## src/rtl/stack_sequencer_pkg.sv

```systemverilog
// Shared types and stack item encoding for the stack transfer sequencer.
// Mask bit i selects stack item i; the SP item gets special push/pop handling.
package stack_sequencer_pkg;

    localparam int SSQ_MASK_W = 16;
    localparam int SSQ_DATA_W = 16;

    // Stack item bit positions in the decoder's push/pop masks
    localparam int STACK_AW  = 0;
    localparam int STACK_SP  = 4;
    localparam int STACK_PC  = 13;
    localparam int STACK_IMM = 15;

    typedef enum logic [2:0] {
        SSQ_IDLE,
        SSQ_POP,
        SSQ_PUSH_DEC,
        SSQ_PUSH,
        SSQ_FIN
    } stack_seq_state_e;

endpackage

```

## src/rtl/stack_sequencer_encoder.sv

```systemverilog
// Combinational priority encoder: lowest and highest set bit of a mask plus an any-set flag.
// Zero latency; no handshake. Both indices read 0 for an empty mask.
module stack_mask_encoder #(
    parameter int   MASK_W = 16,
    localparam int  IDX_W  = $clog2(MASK_W)
) (
    input  logic [MASK_W-1:0] mask,
    output logic [IDX_W-1:0]  lo_idx,
    output logic [IDX_W-1:0]  hi_idx,
    output logic              any
);

    always_comb begin
        lo_idx = '0;
        hi_idx = '0;
        for (int i = MASK_W - 1; i >= 0; i--) begin
            if (mask[i]) lo_idx = IDX_W'(i);
        end
        for (int i = 0; i < MASK_W; i++) begin
            if (mask[i]) hi_idx = IDX_W'(i);
        end
    end

    assign any = |mask;

endmodule

```

## src/rtl/stack_sequencer.sv

```systemverilog
// Stack transfer sequencer: one command -> pops (high bit first) then pushes (low bit first), one BIU request per item.
// Latency: pop 1 cycle + BIU wait, push 2 cycles + BIU wait; mem_req holds until mem_ack, start ignored while busy.
module stack_sequencer
    import stack_sequencer_pkg::*;
#(
    parameter int   MASK_W = SSQ_MASK_W,
    parameter int   SP_BIT = STACK_SP,
    localparam int  IDX_W  = $clog2(MASK_W)
) (
    input  logic                  clk,
    input  logic                  reset_n,
    input  logic                  start,
    input  logic [MASK_W-1:0]     push_mask,
    input  logic [MASK_W-1:0]     pop_mask,
    input  logic [SSQ_DATA_W-1:0] sp_in,
    output logic                  busy,
    output logic                  done,
    output logic [IDX_W-1:0]      item_sel,
    input  logic [SSQ_DATA_W-1:0] item_rdata,
    output logic                  mem_req,
    output logic                  mem_wr,
    output logic [SSQ_DATA_W-1:0] mem_addr,
    output logic [SSQ_DATA_W-1:0] mem_wdata,
    input  logic                  mem_ack,
    input  logic [SSQ_DATA_W-1:0] mem_rdata,
    output logic                  reg_we,
    output logic [SSQ_DATA_W-1:0] reg_wdata,
    output logic                  sp_we,
    output logic [SSQ_DATA_W-1:0] sp_out
);

    stack_seq_state_e        state_q, state_d;
    logic [MASK_W-1:0]       pop_q, pop_d;
    logic [MASK_W-1:0]       push_q, push_d;
    logic [SSQ_DATA_W-1:0]   sp_q, sp_d;
    logic [SSQ_DATA_W-1:0]   sp_start_q, sp_start_d;
    logic [SSQ_DATA_W-1:0]   wdata_q, wdata_d;

    logic [MASK_W-1:0]       active_mask;
    logic [IDX_W-1:0]        lo_idx, hi_idx;
    logic                    mask_any;
    logic [MASK_W-1:0]       one_hot_base;
    logic [MASK_W-1:0]       pop_rem, push_rem;

    assign active_mask  = (state_q == SSQ_POP) ? pop_q : push_q;
    assign one_hot_base = {{(MASK_W-1){1'b0}}, 1'b1};
    assign pop_rem      = pop_q  & ~(one_hot_base << hi_idx);
    assign push_rem     = push_q & ~(one_hot_base << lo_idx);

    stack_mask_encoder #(
        .MASK_W (MASK_W)
    ) u_encoder (
        .mask   (active_mask),
        .lo_idx (lo_idx),
        .hi_idx (hi_idx),
        .any    (mask_any)
    );

    always_comb begin
        state_d    = state_q;
        pop_d      = pop_q;
        push_d     = push_q;
        sp_d       = sp_q;
        sp_start_d = sp_start_q;
        wdata_d    = wdata_q;
        busy       = 1'b0;
        done       = 1'b0;
        item_sel   = '0;
        mem_req    = 1'b0;
        mem_wr     = 1'b0;
        mem_addr   = '0;
        mem_wdata  = '0;
        reg_we     = 1'b0;
        reg_wdata  = '0;
        sp_we      = 1'b0;
        sp_out     = '0;

        case (state_q)
            SSQ_IDLE: begin
                if (start) begin
                    pop_d      = pop_mask;
                    push_d     = push_mask;
                    sp_d       = sp_in;
                    sp_start_d = sp_in;
                    if (|pop_mask)       state_d = SSQ_POP;
                    else if (|push_mask) state_d = SSQ_PUSH_DEC;
                    else                 state_d = SSQ_FIN;
                end
            end

            SSQ_POP: begin
                busy     = 1'b1;
                item_sel = hi_idx;
                mem_req  = mask_any;
                mem_addr = sp_q;
                if (mem_req && mem_ack) begin
                    sp_d   = sp_q + 16'd2;
                    sp_we  = 1'b1;
                    sp_out = sp_q + 16'd2;
                    // Popped SP value is read off the bus but never lands in the regfile
                    if (hi_idx != IDX_W'(SP_BIT)) begin
                        reg_we    = 1'b1;
                        reg_wdata = mem_rdata;
                    end
                    pop_d = pop_rem;
                    if (|pop_rem)     state_d = SSQ_POP;
                    else if (|push_q) state_d = SSQ_PUSH_DEC;
                    else              state_d = SSQ_FIN;
                end
            end

            SSQ_PUSH_DEC: begin
                busy     = 1'b1;
                item_sel = lo_idx;
                sp_d     = sp_q - 16'd2;
                wdata_d  = (lo_idx == IDX_W'(SP_BIT)) ? sp_start_q : item_rdata;
                state_d  = SSQ_PUSH;
            end

            SSQ_PUSH: begin
                busy      = 1'b1;
                item_sel  = lo_idx;
                mem_req   = mask_any;
                mem_wr    = 1'b1;
                mem_addr  = sp_q;
                mem_wdata = wdata_q;
                if (mem_req && mem_ack) begin
                    sp_we  = 1'b1;
                    sp_out = sp_q;
                    push_d = push_rem;
                    state_d = (|push_rem) ? SSQ_PUSH_DEC : SSQ_FIN;
                end
            end

            SSQ_FIN: begin
                done    = 1'b1;
                state_d = SSQ_IDLE;
            end

            default: state_d = SSQ_IDLE;
        endcase
    end

    always_ff @(posedge clk or negedge reset_n) begin
        if (!reset_n) begin
            state_q    <= SSQ_IDLE;
            pop_q      <= '0;
            push_q     <= '0;
            sp_q       <= '0;
            sp_start_q <= '0;
            wdata_q    <= '0;
        end else begin
            state_q    <= state_d;
            pop_q      <= pop_d;
            push_q     <= push_d;
            sp_q       <= sp_d;
            sp_start_q <= sp_start_d;
            wdata_q    <= wdata_d;
        end
    end

endmodule

```

## config.mk

```make
export PLATFORM = sky130hd
export DESIGN_NAME = stack_sequencer
export DESIGN_NICKNAME = d
export VERILOG_FILES = /design/src/rtl/stack_sequencer_pkg.sv /design/src/rtl/stack_sequencer_encoder.sv /design/src/rtl/stack_sequencer.sv
export SDC_FILE = /design/constraint.sdc
export NUM_CORES = 1
export LEC_CHECK = 0
export ABC_AREA = 1
export BUFFER_PORTS_ARGS = -buffer_cell sky130_fd_sc_hd__buf_2
export CORE_ASPECT_RATIO = 0.75
export CORE_MARGIN = 5
export CORE_UTILIZATION = 50
export CTS_BUF_LIST = sky130_fd_sc_hd__clkbuf_4 sky130_fd_sc_hd__clkbuf_8
export DETAILED_ROUTE_END_ITERATION = 10
export GPL_TIMING_DRIVEN = 1
export PLACE_DENSITY = 0.76
export SYNTH_ARGS = -nofsm -noshare
export SYNTH_HDL_FRONTEND = slang
export SYNTH_HIERARCHICAL = 1
export SYNTH_SLANG_ARGS = --single-unit
export TNS_END_PERCENT = 30
```

## constraint.sdc

```tcl
create_clock -name clk -period 6.19 [get_ports clk]
set_input_delay 1.238 -clock clk [delete_from_list [all_inputs] [get_ports clk]]
set_output_delay 1.238 -clock clk [all_outputs]
set_load 0.01 [all_outputs]
```

==> results of run 1 <==
metal layers:
layer / part of all wire [%] / routed length (microns) / track usage, % / vias to the layer above
li1: - / - / - / 3336
met1: 49 / 9530 / 41.0 / 3042
met2: 39 / 7620 / 34.9 / 358
met4: 1.1 / 217 / 5.43 / 0
met5: 0 / 0 / 0 / -
met3: 10 / 1950 / 4.86 / 25
stage by stage:
step	area, sq um	util, %
after CTS	7100	58.3
after detailed placement	6920	56.8
after floorplan	6150	-
final	7100	58.3
after global placement	6920	56.8
after global routing	7100	58.3
registers in the layout, indices dropped and copies added (netlist names):
register and cells:
sp_q 16, pop_q 16, state_q 3, wdata_q 16, push_q 16, sp_start_q 16
placed cells by master (no fill, tap or decap), types with 2 or more instances in the layout:
cell type	instances
mux2_2	9
o21ai_1	29
clkinv_1	4
nor2_8	3
o22ai_1	35
nand2_1	219
nand4_1	17
nor3_2	2
inv_1	105
clkinv_2	2
nand2_2	2
inv_6	3
buf_4	5
o211ai_1	16
inv_2	13
nand3_2	2
nor2_4	2
clkbuf_8	9
nor3_1	8
nand3_1	52
a21oi_1	39
xor2_1	3
ha_1	2
nor3b_1	4
nor2_2	10
nor2_1	143
o21ai_0	86
buf_2	156
dfrtp_1	83
final cells by class:
type                            count  area, sq um  area share (%)
Multi-Input combinational cell    694         3350            47.2
Inverter                          123          463            6.52
Clock inverter                      6         47.5           0.670
Timing Repair Buffer              161          818            11.5
Tap cell                          166          208            2.93
Sequential cell                    83         2080            29.3
Clock buffer                       10          131            1.85
power breakdown:
group | internal [W] | switching (W)
Clock | 0.000155 | 0.000221
Sequential | 0.000817 | 0.000212
Combinational | 0.000860 | 0.00189
Total | 0.00183 | 0.00233
cell families after synthesis:
| kind of cell | count (synthesis) | share of synthesized area [%] |
|---|---|---|
| compound gates | 212 | 19.0 |
| xor+xnor | 3 | 0.428 |
| fa+ha+maj | 2 | 0.407 |
| buf+inv | 166 | 11.6 |
| flops | 83 | 33.8 |
| mux | 9 | 1.65 |
| simple gates | 468 | 33.1 |
worst min path at each step:
stage / start / slack [ps] / end
after floorplan: pop_q[7] / 470 / pop_q[7]
final: sp_start_q[5] / 530 / sp_start_q[5]
after global placement: sp_start_q[0] / 490 / sp_start_q[0]
after global routing: sp_start_q[5] / 540 / sp_start_q[5]
after CTS: sp_q[15] / 520 / sp_q[15]
after detailed placement: sp_q[15] / 500 / sp_q[15]
==> flow_summary.toml, run 1 <==
[run_status]
status = "finished clean"

[critical_path]
cp.depth = 20
critical_path.top_delay_family = "simple AND/OR/NAND/NOR gates"
r2r_setup_slack_ps = 2380
arrival_ps = 3700
crit_path_frequent_cell = "nand2_1"
endpoint_kind = "output port"
critPathLaunch = "state_q[2]"
start_kind = "register"
critPathBufInv = 2
cp_max_fo = 49
slowest_delay_ps = 480
crit_type = "register to output port"
worstPathCellList = "nor3_4, buf_4, nand2_1, o21ai_0, o21ai_1, a21oi_1, o21ai_0, nand2_1, nand2_1, nand2_1, nand2_1, nand2_1, nand2_1, nand2_1, nand2_1, nor2_1, nand3_1, nand2_2, nor2_1, buf_2"
critical_path_required_ps = 4950
r2r-end = "push_q[6]"
endpoint = "reg_wdata[13]"
reg2regPathDepth = 13
r2r_start = "state_q[2]"
critPathSlowestCell = "dfrtp_1"

[yosys]
synth.most_common_cell = "nand2_1"
synth-async-reset-ratio_pct = 100
synth_edf_count = 0
synth_common_cells = "nand2_1, nor2_1, inv_1"
syn_inst = 943
synth_area_sq_um = 6150
ys_ff_latch = 83
synth_top_area_share_pct = 33.8
yosys.cell_types.count = 41
ys_seq_area_share_pct = 33.8
syn_nets = 1029
synth-main-ff-cell = "dfrtp_1"
synth.avg_cell_area_sq_um = 6.52
yosysWarnings = 6
synth_top_cell_by_area = "dfrtp_1"
synth_area_leaders = "dfrtp_1, nand2_1, nor2_1"

[timing]
holdWs_ps = 526
final.period_utilization_pct = 79.8
tightest_slew_ps = 1100
setup_viol = 0
tns_ps = 0
rsz0062_at_grt = "no"
period_minus_slack_ps = 4940
slew_violations = 0
clock-skew-final_ps = 10.6
slew_headroom_pct = 26.7
max_freq_mhz = 202
finalHoldViolations = 0
layout_setup_ws_ps = 1250

[finish]
final_nets = 1158
drive_above_1_share_pct = 21.0
fillCellCount = 1239
area_growth_pct = 15.5
instances_no_fill = 1243
diodes = 0

[detailed_routing]
remaining_drc_errors = 0
firstDrtPassIters = 6
vias = 6761
wire_per_inst_microns = 15.5
postRouteAntennaNets = 0
dr.first_iter.drc_count = 719
totalWireLength_microns = 19300
viasPerCell = 5.44

[floorplan]
die_x_microns = 138
boundaryPins = 158
num_rows = 35
coreArea_sq_um = 12200
dieArea_sq_um = 14600
initial_core_util_pct = 50.5
die_height_microns = 106

[hold_path]
worstHoldPathCells = 1
min_path_type = "register to register"

[power_and_ir_drop]
powerDensity_nw_per_um2 = 586
p_total_w = 0.00416
vdd_ir_drop_max_v = 0.000240
power.leakage_nw = 3.65

[place]
placed_cells = 1227
post-place-ws_ps = 1700
portBuffers = 157
place.gp.congestion = 0.936
dp_hpwl_microns = 14600

[global_routing]
grt_pass1_wl_microns = 30800
grt_pass1_vias = 5950
antenna_found_initial = 0
grt_max_degree = 54
gr-usage-all-layers_pct = 25.5
grt_overflow = 0

[clock_tree]
clock_latency_ps = 360
tritoncts = "done"
post_cts_buffers = 0
ctsResizeCount = 0
cts_buffers = 9
cts_root_buffer = "clkbuf_8"
cts_hold_buf = 0
cts_buffer_depth = 2
path_clk_slew_ps = 100
cts_max_level = 3
cts_sinks = 83

[flow_run]
cap_violations = 0
Power figures use the tool's default switching activity.
==> run 2: changes to the inputs <==
clock period = 4.95 ns   (was 6.19 ns; I/O delays follow)
==> run 2 against run 1 <==
Effect of this change: global-route usage rose by 0.79 points; highest routed layer unchanged; die area did not move; core utilization rose by 0.31 points.
==> flow_summary.toml, run 2 (same netlist as run 1, synthesis figures left out) <==
[detailed_routing]
vias = 6749
postRouteAntennaNets = 0
totalWireLength_microns = 19500
viasPerCell = 5.41
wire_per_inst_microns = 15.6
dr.first_iter.drc_count = 635
remaining_drc_errors = 0
firstDrtPassIters = 6

[place]
place.gp.congestion = 0.938
placed_area_sq_um = 6960
placed_cells = 1232
portBuffers = 157
dp_hpwl_microns = 14900

[finish]
final_nets = 1163
drive_above_1_share_pct = 21.3
diodes = 0
area_growth_pct = 16.1
fillCellCount = 1251
final-seq-area_sq_um = 2080
multi_input_area_sq_um = 3350
final_cell_mix = "nand2_1, buf_2, nor2_1"
utilization_pct = 58.6
layout_commonest_cell = "nand2_1"
design_area_sq_um = 7140
instances_no_fill = 1248

[power_and_ir_drop]
p_seq_share_pct = 24.4
power.leakage_nw = 3.67
switching_share_pct = 55.6
p_int_w = 0.00234
vdd_ir_drop_max_v = 0.000278
powerDensity_nw_per_um2 = 737
p_sw_w = 0.00292
clkPwrFrac_pct = 9.1
pwr-share-comb_pct = 66.5

[critical_path]
crit_type = "register to output port"
cp_max_fo = 40
start_kind = "register"
crit_path_frequent_cell = "nand2_1"
arrival_ps = 3510
r2r_setup_slack_ps = 1320
critPathSlowestCell = "dfrtp_1"
endpoint_kind = "output port"
critical_path_required_ps = 3960
slowest_delay_ps = 480
worstPathCellList = "nor3_4, buf_4, nand2_1, o21ai_0, o21ai_1, a21oi_1, o21ai_0, nand2_1, nand2_1, nand2_1, nand2_1, nand2_1, nand2_1, nand2_1, nand2_1, nor2_1, nand3_1, nand2_2, nor2_1, buf_2"

[clock_tree]
cts_hold_buf = 0
cts_buffer_depth = 2
cts_buffers = 9
clock_latency_ps = 360
cts_root_buffer = "clkbuf_8"
cts_sinks = 83
ctsResizeCount = 0
cts_max_level = 3
tritoncts = "done"
path_clk_slew_ps = 100
post_cts_buffers = 0

[floorplan]
num_rows = 35
die_x_microns = 138
initial_core_util_pct = 50.5
dieArea_sq_um = 14600
boundaryPins = 158
coreArea_sq_um = 12200
die_height_microns = 106

[global_routing]
antenna_found_initial = 0
grt_pass1_vias = 6169
gr-usage-all-layers_pct = 26.3
grt_pass1_wl_microns = 31700
grt_overflow = 0
grt_max_degree = 47

[hold_path]
min_path_type = "register to register"

[timing]
max_freq_mhz = 222
slew_violations = 0
clock-skew-final_ps = 7.87
period_minus_slack_ps = 4500
final.period_utilization_pct = 90.8
rsz0062_at_grt = "no"
slew_headroom_pct = 25.2
tightest_slew_ps = 1120
setup_viol = 0
finalHoldViolations = 0
tns_ps = 0

[flow_run]
cap_violations = 0

[run_status]
status = "finished clean"
-- run 2: path summary, 6_finish.rpt --
check                         startpoint            end  depth (start not counted)
setup reg to reg              state_q[2]     state_q[1]                         19
max in group asynchronous        reset_n      pop_q[10]                          2
hold reg to reg            sp_start_q[2]  sp_start_q[2]                          2
setup / recovery              state_q[2]   reg_wdata[6]                         20
min in group asynchronous        reset_n    wdata_q[13]                          1
hold / removal             sp_start_q[2]  sp_start_q[2]                          2
-- run 2: layout make-up --
| cell class | instances | share of cell area (%) |
|---|---|---|
| Clock buffer | 10 | 1.84 |
| Sequential cell | 83 | 29.1 |
| Tap cell | 166 | 2.91 |
| Timing Repair Buffer | 166 | 12.0 |
| Inverter | 123 | 6.49 |
| Multi-Input combinational cell | 694 | 47.0 |
| Clock inverter | 6 | 0.666 |
-- run 2: routing by layer --
| metal | vias to the layer above | track usage [%] | routed length (microns) |
|---|---|---|---|
| li1 | 3359 | - | - |
| met1 | 3076 | 41.3 | 9840 |
| met2 | 300 | 36.2 | 7730 |
| met3 | 14 | 6.29 | 1770 |
| met4 | 0 | 5.43 | 174 |
| met5 | - | 0 | 0 |
-- run 2: worst max-delay path: cells and delay by family (launching register included) --
kind	cells	cell delay, ps
buffers and inverters	2	480
and+or+nand+nor	14	1680
AOI/OAI and AO/OA	4	500
DFF	1	480
-- run 2: through the flow --
stage               setup WS (ps)  hold slack, ps  power [W]
floorplan                    1180             468    0.00386
global placement              989             485    0.00467
detailed placement            903             493    0.00473
CTS                           485             515    0.00522
global route                 74.7             538    0.00578
finish                        453             510    0.00526
-- run 2: power by group through the flow --
stage               combinational [W]  sequential [W]  clock (W)
finish                        0.00350         0.00128   0.000477
global route                  0.00394         0.00133   0.000512
CTS                           0.00346         0.00128   0.000485
detailed placement            0.00344         0.00129          0
global placement              0.00339         0.00128          0
floorplan                     0.00267         0.00119          0
